`src/rtl/button_pkg.sv`:
```
// Shared constants for the push-button conditioner: edge-mode selectors,
// repeat FSM state encoding and a small elaboration-time helper.
package button_pkg;

  localparam int EDGE_RISE = 0;
  localparam int EDGE_FALL = 1;
  localparam int EDGE_BOTH = 2;

  localparam logic [1:0] ST_IDLE   = 2'd0;
  localparam logic [1:0] ST_HOLD   = 2'd1;
  localparam logic [1:0] ST_REPEAT = 2'd2;

  function automatic int max_int(input int a, input int b);
    return (a > b) ? a : b;
  endfunction

endpackage

```
`src/rtl/debounce_channel.sv`:
```
// One button channel: 2-flop synchroniser, stability-counter debounce,
// registered edge pulse and optional hold-to-repeat FSM.
module debounce_channel
  import button_pkg::*;
#(
  parameter int DB_CYCLES     = 500000,
  parameter int EDGE_MODE     = 0,
  parameter int ACTIVE_LOW    = 1,
  parameter int REPEAT_EN     = 0,
  parameter int REPEAT_DELAY  = 25000000,
  parameter int REPEAT_PERIOD = 5000000
) (
  input  logic clk,
  input  logic rst_n,
  input  logic i_button,
  output logic o_level,
  output logic o_pulse
);

  localparam int DB_W  = $clog2(DB_CYCLES + 1);
  localparam int RP_W  = $clog2(max_int(REPEAT_DELAY, REPEAT_PERIOD) + 1);
  localparam bit RP_ON = (REPEAT_EN != 0) && (EDGE_MODE != EDGE_FALL);

  logic            r_sync0;
  logic            r_sync1;
  logic            r_level;
  logic            r_pulse;
  logic [DB_W-1:0] r_db_cnt;
  logic [1:0]      r_state;
  logic [RP_W-1:0] r_rp_cnt;

  logic            w_s;
  logic            w_diff;
  logic            w_toggle;
  logic            w_rise;
  logic            w_fall;
  logic            w_edge_pulse;
  logic            w_rp_fire;
  logic [1:0]      w_state_nxt;
  logic [RP_W-1:0] w_rp_cnt_nxt;

  assign w_s      = (ACTIVE_LOW != 0) ? ~r_sync1 : r_sync1;
  assign w_diff   = (w_s != r_level);
  // Toggle on the edge where the count would reach DB_CYCLES.
  assign w_toggle = w_diff && (r_db_cnt == DB_W'(DB_CYCLES - 1));
  assign w_rise   = w_toggle & ~r_level;
  assign w_fall   = w_toggle & r_level;

  always_comb begin
    w_edge_pulse = 1'b0;
    case (EDGE_MODE)
      EDGE_RISE: w_edge_pulse = w_rise;
      EDGE_FALL: w_edge_pulse = w_fall;
      default:   w_edge_pulse = w_toggle;
    endcase
  end

  always_comb begin
    w_state_nxt  = r_state;
    w_rp_cnt_nxt = r_rp_cnt;
    w_rp_fire    = 1'b0;
    if (RP_ON) begin
      case (r_state)
        ST_IDLE: begin
          if (w_rise) begin
            w_state_nxt  = ST_HOLD;
            w_rp_cnt_nxt = '0;
          end
        end
        ST_HOLD: begin
          if (w_fall) begin
            w_state_nxt  = ST_IDLE;
            w_rp_cnt_nxt = '0;
          end else if (r_rp_cnt == RP_W'(REPEAT_DELAY - 1)) begin
            w_rp_fire    = 1'b1;
            w_state_nxt  = ST_REPEAT;
            w_rp_cnt_nxt = '0;
          end else begin
            w_rp_cnt_nxt = r_rp_cnt + RP_W'(1);
          end
        end
        ST_REPEAT: begin
          if (w_fall) begin
            w_state_nxt  = ST_IDLE;
            w_rp_cnt_nxt = '0;
          end else if (r_rp_cnt == RP_W'(REPEAT_PERIOD - 1)) begin
            w_rp_fire    = 1'b1;
            w_rp_cnt_nxt = '0;
          end else begin
            w_rp_cnt_nxt = r_rp_cnt + RP_W'(1);
          end
        end
        default: begin
          w_state_nxt  = ST_IDLE;
          w_rp_cnt_nxt = '0;
        end
      endcase
    end
  end

  always_ff @(posedge clk or negedge rst_n) begin
    if (!rst_n) begin
      r_sync0  <= 1'b0;
      r_sync1  <= 1'b0;
      r_level  <= 1'b0;
      r_pulse  <= 1'b0;
      r_db_cnt <= '0;
      r_state  <= ST_IDLE;
      r_rp_cnt <= '0;
    end else begin
      r_sync0  <= i_button;
      r_sync1  <= r_sync0;
      r_pulse  <= w_edge_pulse | w_rp_fire;
      r_state  <= w_state_nxt;
      r_rp_cnt <= w_rp_cnt_nxt;
      if (!w_diff || w_toggle) begin
        r_db_cnt <= '0;
      end else begin
        r_db_cnt <= r_db_cnt + DB_W'(1);
      end
      if (w_toggle) begin
        r_level <= ~r_level;
      end
    end
  end

  assign o_level = r_level;
  assign o_pulse = r_pulse;

endmodule

```
`src/rtl/multi_debounce_one_shot.sv`:
```
// N-channel button conditioner: one independent debounce_channel per input,
// outputs concatenated bit-for-bit.
module multi_debounce_one_shot
  import button_pkg::*;
#(
  parameter int N_CH          = 4,
  parameter int DB_CYCLES     = 500000,
  parameter int EDGE_MODE     = 0,
  parameter int ACTIVE_LOW    = 1,
  parameter int REPEAT_EN     = 0,
  parameter int REPEAT_DELAY  = 25000000,
  parameter int REPEAT_PERIOD = 5000000
) (
  input  logic            clk,
  input  logic            rst_n,
  input  logic [N_CH-1:0] button,
  output logic [N_CH-1:0] button_level,
  output logic [N_CH-1:0] button_one_shot
);

  for (genvar g = 0; g < N_CH; g++) begin : g_ch
    debounce_channel #(
      .DB_CYCLES     (DB_CYCLES),
      .EDGE_MODE     (EDGE_MODE),
      .ACTIVE_LOW    (ACTIVE_LOW),
      .REPEAT_EN     (REPEAT_EN),
      .REPEAT_DELAY  (REPEAT_DELAY),
      .REPEAT_PERIOD (REPEAT_PERIOD)
    ) u_ch (
      .clk      (clk),
      .rst_n    (rst_n),
      .i_button (button[g]),
      .o_level  (button_level[g]),
      .o_pulse  (button_one_shot[g])
    );
  end

endmodule

```
`config.mk`:
```
export PLATFORM = sky130hd
export DESIGN_NAME = multi_debounce_one_shot
export DESIGN_NICKNAME = d
export VERILOG_FILES = /design/src/rtl/button_pkg.sv /design/src/rtl/debounce_channel.sv /design/src/rtl/multi_debounce_one_shot.sv
export SDC_FILE = /design/constraint.sdc
export NUM_CORES = 1
export LEC_CHECK = 0
export ABC_AREA = 1
export BUFFER_PORTS_ARGS = -buffer_cell sky130_fd_sc_hd__clkbuf_2
export CAP_MARGIN = 25
export CORE_UTILIZATION = 58
export CTS_CLUSTER_SIZE = 10
export DETAILED_ROUTE_END_ITERATION = 7
export PLACE_DENSITY = 0.75
export SLEW_MARGIN = 10
export SYNTH_ARGS = -nofsm -noshare
export SYNTH_HDL_FRONTEND = slang
export SYNTH_SLANG_ARGS = --single-unit
```
`constraint.sdc`:
```
create_clock -name clk -period 1.6 [get_ports clk]
set_input_delay 0.16 -clock clk [delete_from_list [all_inputs] [get_ports clk]]
set_output_delay 0.16 -clock clk [all_outputs]
set_load 0.005 [all_outputs]
```
* Word-level counts from Yosys, hierarchy flattened *
Index checks and enable logic that the tools add are counted.

word-level totals
  bits in registers = 92
  bits of input ports = 6
  output and inout port bits = 8
  logic and storage cells = 60

cells by class
  add/subtract/negate cells = 4
  equality and inequality tests = 8
  multiplexer cells = 4
  bitwise logic cells = 12
  reductions and logical operators = 12

operators by type and width
  operator                                       count
  adder 19 x 1 -> 19 bit, second input constant  4
  == test 19 bit, second input constant          4
  2-to-1 mux 19 bit                              4
  NOT 1 bit                                      8
  AND 1 bit                                      4
  logical AND 1 bit                              4
  zero test 1 bit                                4
  logical OR 1 bit                               4
  != test 1 bit                                  4

* Depth between registers and ports, before layout *
Gate-level depths: netlist of run 1.

  depth after elaboration = 5
  gate-level depth with buffers = 9
  depth with buffers taken out = 9

* Cells and area by module *
From an unflattened synthesis of run 1, not the netlist that was laid out.

second synthesis, totals
  cell total of the unflattened synthesis = 611
  area total of the unflattened synthesis = 4,808.4 sq um

modules (own cells, without submodules)
  module                               times used  cells an instance  area an instance (sq um)  seq. area each (sq um)
  debounce_channel (g_ch[0].u_ch ...)  3           151                1,196.1                   575.6
  debounce_channel (g_ch[1].u_ch)      1           158                1,219.9                   575.6

* Worst setup path before layout of run 1 *
OpenSTA, ideal clock, no wires.

  path type = register to register
  start point = register g_ch[1].u_ch.r_db_cnt[0]
  end point = register g_ch[1].u_ch.r_db_cnt[14]
  setup time = 0.119 ns
  data arrival time = 1.220 ns
  required time = 1.481 ns
  path slack = 0.262 ns
  stages on the path, launching flop included = 8
  path buffers = 1
  period minus slack after synthesis = 1.338 ns
  cell sequence = dfrtp_1 ha_1 nand3_1 inv_2 nand3_2 nand2_4 buf_12 nor2_2

between the ends
  cells in the longest elaborated chain, start to end = 4
  elaborated cells between the ends (all ways) = 5
  classes of those cells = 1 x add/sub; 1 x eq/ne; 1 x mux; 2 x reduce/logical

ends and longest elaborated chain
  what                                                            RTL line                 text
  start: declaration                                              debounce_channel.sv:28   logic [DB_W-1:0] r_db_cnt;
  start signal: assignment                                        debounce_channel.sv:119  r_db_cnt <= r_db_cnt + DB_W'(1);
  branches (longest 3 deep; another with adder 19 x 1 -> 19 bit)  -
  2-to-1 mux 19 bit (*)                                           debounce_channel.sv:116  if (!w_diff || w_toggle) begin

Every way passes the cells marked *.
A chain may end at the register's enable or synchronous reset.

* Final worst setup path of run 1 *
  start point = register g_ch[2].u_ch.r_db_cnt[0]
  end point = register g_ch[2].u_ch.r_pulse

between the ends
  cells in the longest elaborated chain, start to end = 3

ends and longest elaborated chain
  what                                 RTL line                 text
  start: declaration                   debounce_channel.sv:28
  start signal: assignment             debounce_channel.sv:119
  == test 19 bit                       debounce_channel.sv:45   assign w_toggle = w_diff && (r_db_cnt == DB_W'(DB_CYCLES - 1));
  logical AND 1 bit                    debounce_channel.sv:45
  AND 1 bit                            debounce_channel.sv:46   assign w_rise = w_toggle & ~r_level;
  named net g_ch[2].u_ch.w_edge_pulse  debounce_channel.sv:37   logic w_edge_pulse;
  end signal: assignment               debounce_channel.sv:113  r_pulse <= w_edge_pulse | w_rp_fire;
  end: declaration                     debounce_channel.sv:27   logic r_pulse;

The timed path passes the listed nets, and every way through them passes these cells.

==> out/results.ini, run 1 <==
[outcome]
status=finished clean

[timing]
slew-limit-headroom_pct=57.6
timing.final.crit_share_pct=91.4
hold_violations=0
rsz0062_at_grt=false
fmax_ghz=0.684
whs_ns=0.273
setup-violations-final=0
finalSetupTns_ns=0
max_slew.worst_pin.slew_ns=0.632
final_max_slew_viol_count=0
skew_ns=0.0154
period_minus_slack_ns=1.46

[cts]
clk_latency_ns=0.36
root_buffer=clkbuf_8
cts_tree=built
cts_sinks=92
clockBufferDepth=2
htree_levels=3
numCtsBuffers=9
path_clk_slew_ns=0.09

[drt]
ant_nets=0
avgViaCountPerCell=5.14
routed_wl_mm=9.07
drt_first_pass_iters=7
drc=0
wl_per_cell_um=12.2
vias=3810
drt_iter0_drc=141

[critical_path]
path_class=reg2reg
startpoint_type=register
cp-end-kind=register
arrival_ns=1.72
critPathSlowestCell=dfrtp_1
cp_cell_sequence=ha_1 > nand3_1 > inv_1 > nand3_2 > nor3_1
cp_max_fo=6
slowest_delay_ns=0.38
critPathRequiredTime_ns=1.86

[power]
peakVddDrop_mv=0.544
total_power_mw=4.02
power.density_mw_per_mm2=764
p_leak_nw=2.27

[grt]
grt_pass1_wl_mm=16.2
grt_pass1_vias=3714
grt_max_degree=37
grt_util_all_layers_pct=23.3
grt_overflow=0
antenna_found_initial=0

[cells_and_area]
n_fill_cell=693
antenna_cells=0
drive_gt1_share_pct=13.4
area_growth_pct=7.80
final_area_mm2=0.00526
final_nets=642

[synthesis]
syn_nets=621
synthCells=611
syn-cell-area_mm2=0.00488
avgSynthCellArea_um2=7.98
synth-seq-cells=92
synth_cell_types=25
synth-seq-area-share_pct=47.2
yosysWarnings=0

[placed_design]
io_buffers=13
dp.final_hpwl_mm=6.48
place_congestion=0.923
dpl_cell_area_mm2=0.00500

[job]
drv_cap=0

[die]
dieArea_mm2=0.00878
start_util_pct=59.7
core_mm2=0.00818
fp.dieH_um=93.7
io_pins=14
rows=33
die_w_um=93.7

[hold_path]
holdCritPathClass=in2async

## final timing paths
| kind | startpoint | end | slack, ns | depth (start not counted) |
|---|---|---|---|---|
| max | g_ch[2].u_ch.r_db_cnt[0] | g_ch[2].u_ch.o_pulse | 0.14 | 5 |
| min | rst_n | g_ch[3].u_ch.r_db_cnt[8] | 0.27 | 2 |
| max reg2reg | g_ch[2].u_ch.r_db_cnt[0] | g_ch[2].u_ch.o_pulse | 0.14 | 5 |
| min reg2reg | g_ch[2].u_ch.r_sync0 | g_ch[2].u_ch.r_sync1 | 0.36 | 0 |
| max in group asynchronous | rst_n | g_ch[2].u_ch.r_db_cnt[11] | 0.72 | 3 |
| min in group clk | g_ch[2].u_ch.r_sync0 | g_ch[2].u_ch.r_sync1 | 0.36 | 0 |
## metrics by stage
| stage | instances | utilization, % | setup WS, ns |
|---|---|---|---|
| 6_report | 741 | 64.3 | 0.137 |
| 5_1_grt | 741 | 64.3 | 0.00413 |
| 4_1_cts | 741 | 64.0 | 0.114 |
| 3_5_place_dp | 721 | 61.2 | 0.121 |
| 3_3_place_gp | 721 | 61.2 | 0.177 |
| 2_1_floorplan | 611 | - | 0.262 |
## worst max-delay path, delay by kind of cell, from the launching register on
family,cells,cell delay (ns)
AND/OR/NAND/NOR,3,0.60
flip-flops,1,0.38
adder cells (fa/ha/maj),1,0.22
buffers and inverters,1,0.15
## cells by family after synthesis
| logic type | Yosys count | share of synthesized area (%) |
|---|---|---|
| AO/OA/AOI/OAI | 18 | 2.10 |
| XOR/XNOR | 43 | 7.72 |
| adder cells (fa/ha/maj) | 4 | 1.03 |
| buffers and inverters | 66 | 6.57 |
| flip-flops | 92 | 47.2 |
| AND/OR/NAND/NOR | 388 | 35.4 |
## per-layer routing
layer / routed length, µm / track usage, % / vias up
li1: - / - / 1932
met1: 4210 / 30.5 / 1779
met2: 4370 / 38.9 / 83
met3: 314 / 3.07 / 16
met4: 170 / 9.62 / 0
met5: 0 / 0 / -
## state kept, by name, summed over array words and instances (netlist names)
signal / count
g_ch.u_ch.r_sync0: 4
g_ch.u_ch.o_level: 4
g_ch.u_ch.r_sync1: 4
g_ch.u_ch.r_db_cnt: 76
g_ch.u_ch.o_pulse: 4
## timing repair
item / 4_1_cts / 5_1_grt
buffers inserted: 0 / 0
hold buffers: 5 / 0
setup endpoints to repair: 0 / 13
endpoints found under the hold margin: 36 / 0
resized for setup: 0 / 4
## cell type report
cell class | instances | area, µm² | share of cell area, %
sequential | 92 | 2300 | 43.8
inverter | 54 | 203 | 3.85
clock inverter | 3 | 22.5 | 0.428
timing repair buffer | 22 | 160 | 3.05
clock buffer | 12 | 155 | 2.95
multi-input combinational | 453 | 2280 | 43.4
tap | 105 | 131 | 2.50
## where the power goes
group          internal [mW]  total (mW)  switching [mW]
combinational         0.0640       0.182           0.118
sequential              2.36        2.38          0.0267
clock                  0.646        1.45           0.807
## cells in the mapped netlist (all sizes together)
library cell,instances,share of area [%]
xor2,15,2.7
nand3b,1,0.15
nor2,168,15
ha,4,1.0
o21bai,5,0.77
xnor2,28,5.0
nand2,148,12
a21oi,8,0.82
inv,54,4.2
o21ai,5,0.51
nor3,4,0.41
nand3,51,5.6
nand4,12,1.5
buf,12,2.4
or2,4,0.51
dfrtp,92,47
## layout by cell type (no fill, tap or decap), types with 2 or more instances in the layout
| cell | instances |
|---|---|
| dfrtp_1 | 92 |
| inv_2 | 4 |
| clkbuf_2 | 12 |
| xnor2_1 | 28 |
| inv_1 | 50 |
| nor2_4 | 3 |
| clkinv_4 | 2 |
| nand3_2 | 4 |
| xor2_1 | 15 |
| nand4_1 | 12 |
| buf_4 | 4 |
| nand3_1 | 47 |
| nor2_2 | 30 |
| a21oi_1 | 8 |
| nor3_1 | 4 |
| nand2_1 | 140 |
| ha_1 | 3 |
| o21bai_1 | 5 |
| dlygate4sd3_1 | 5 |
| nand2_8 | 3 |
| o21ai_0 | 5 |
| or2_2 | 4 |
| clkbuf_8 | 11 |
| nor2_1 | 135 |
| nand2_2 | 4 |
No activity file was read; power rests on OpenSTA's default activity.
==> inputs of run 2 (changes only) <==
--- a/config.mk
+++ b/config.mk
@@ -12,6 +12,7 @@
 export CTS_CLUSTER_SIZE = 10
 export DETAILED_ROUTE_END_ITERATION = 7
 export PLACE_DENSITY = 0.75
+export SETUP_SLACK_MARGIN = 0.2
 export SLEW_MARGIN = 10
 export SYNTH_ARGS = -nofsm -noshare
 export SYNTH_HDL_FRONTEND = slang
==> run 2 against run 1 <==
  * Non-clock buffer count rose by 14
  * Critical endpoint is now g_ch[0].u_ch.r_db_cnt[12]
  * Via count rose by 4.8%
  * Critical path depth rose by 1
  * Sequential share of layout area fell by 2.9 points
  * Design area rose by 7.2%
  * Clock power barely moved
  * Combinational power rose by 21%
  * Total power rose by 1.2%
  * First-iteration DRC count fell by 0.71%
  * Hold slack barely moved
==> out/results.ini, run 2 (synthesis results as in run 1) <==
[timing]
setup-violations-final=0
max_slew.worst_pin.slew_ns=0.561
period_minus_slack_ns=1.38
rsz0062_at_grt=true
hold_violations=0
finalSetupTns_ns=0
timing.final.crit_share_pct=86.6
skew_ns=0.0136
final_max_slew_viol_count=0
slew-limit-headroom_pct=62.4
fmax_ghz=0.722
whs_ns=0.272

[placed_design]
place_congestion=0.923
io_buffers=13
dp.final_hpwl_mm=6.48
dpl_cell_area_mm2=0.00500

[cells_and_area]
multi_input_area_mm2=0.00255
final_area_mm2=0.00564
drive_gt1_share_pct=20.5
area_growth_pct=15.5
finalCoreUtilization_pct=68.9
seq_area_mm2=0.00230
n_fill_cell=633
top_register=g_ch.u_ch.r_db_cnt
final_nets=660
final_cell_mix=nand2_1 (137), nor2_1 (125), dfrtp_1 (90), inv_1 (47), nand3_1 (42)
mostFrequentLayoutCell=nand2_1
largest_reg_flops=76
antenna_cells=0

[outcome]
status=finished clean

[die]
io_pins=14
fp.dieH_um=93.7
dieArea_mm2=0.00878
die_w_um=93.7
core_mm2=0.00818
start_util_pct=59.7
rows=33

[critical_path]
critPathRequiredTime_ns=1.84
path_class=reg2reg
cp_max_fo=9
cp-end-kind=register
startpoint_type=register
arrival_ns=1.63

[cts]
cts_tree=built
root_buffer=clkbuf_8
htree_levels=3
cts_sinks=92
path_clk_slew_ns=0.09
numCtsBuffers=9
clockBufferDepth=2
clk_latency_ns=0.36

[grt]
grt_overflow=0
grt_pass1_wl_mm=16.8
met1_usage_pct=30.8
grt_util_all_layers_pct=24.2
grtUsageMet3_pct=3.40
grt_pass1_vias=3846
antenna_found_initial=0
grtUsageMet2_pct=40.9
grt_max_degree=37
grt_most_used_layer=met2

[job]
drv_cap=0

[power]
total_power_mw=4.07
peakVddDrop_mv=0.545
power.density_mw_per_mm2=721
p_leak_nw=2.38

[hold_path]
holdCritPathClass=in2async

[drt]
drt_first_pass_iters=5
vias=3994
ant_nets=0
wl_per_cell_um=13.4
drc=0
avgViaCountPerCell=5.26
routed_wl_mm=10.2
drt_iter0_drc=140

run 2: cell count changes in the layout (fill, tap and decap cells not counted), sizes merged:
cell   change
nand2      +4
buf       +14
run 2: stage by stage:
step,cells,setup slack (ns)
floorplan,611,0.262
global placement,721,0.177
detailed placement,721,0.121
CTS,746,0.205
global route,759,0.119
finish,759,0.215
run 2: area by class of cell:
class / instances / area share [%]
clock buffers: 12 / 2.75
clock inverters: 3 / 0.400
inverters: 54 / 3.68
multi-input cells: 457 / 45.2
flip-flops and latches: 92 / 40.9
well taps: 105 / 2.33
repair buffers: 36 / 4.71
run 2: worst paths after layout:
check / start / end / slack (ns) / cells past startpoint
worst max-delay path: g_ch[0].u_ch.r_db_cnt[7] / g_ch[0].u_ch.r_db_cnt[12] / 0.22 / 6
worst max register to register: g_ch[0].u_ch.r_db_cnt[7] / g_ch[0].u_ch.r_db_cnt[12] / 0.22 / 6
worst min register to register: g_ch[1].u_ch.r_sync0 / g_ch[1].u_ch.r_sync1 / 0.36 / 0
min in group clk: g_ch[1].u_ch.r_sync0 / g_ch[1].u_ch.r_sync1 / 0.36 / 0
worst min-delay path: rst_n / g_ch[3].u_ch.r_db_cnt[8] / 0.27 / 2
max in group asynchronous: rst_n / g_ch[2].u_ch.r_db_cnt[6] / 0.71 / 3
run 2: layer usage:
layer	vias to the layer above	part of all wire, %
met5	-	0
met4	0	2.3
met3	26	4.7
met2	131	50
met1	1846	43
li1	1991	-
run 2: timing repair:
action,in CTS,in global routing
pin swaps,3,6
hold endpoints to repair,36,0
hold buffers,5,0
gates cloned,3,1
gates resized for setup,18,35
endpoints found under the setup margin,71,70
buffers inserted,2,12
run 2: power by group:
group | switching, mW | total (mW) | internal, mW
Sequential | 0.0368 | 2.39 | 2.36
Combinational | 0.135 | 0.221 | 0.0852
Clock | 0.805 | 1.45 | 0.646
run 2: critical path, cell delays in order (launching register included):
cell     delay (ns)
dfrtp_1        0.44
nor2_1         0.18
nand2_1        0.10
nor2_2         0.15
nand3_4        0.19
nand2_8        0.15
nor2_1         0.06
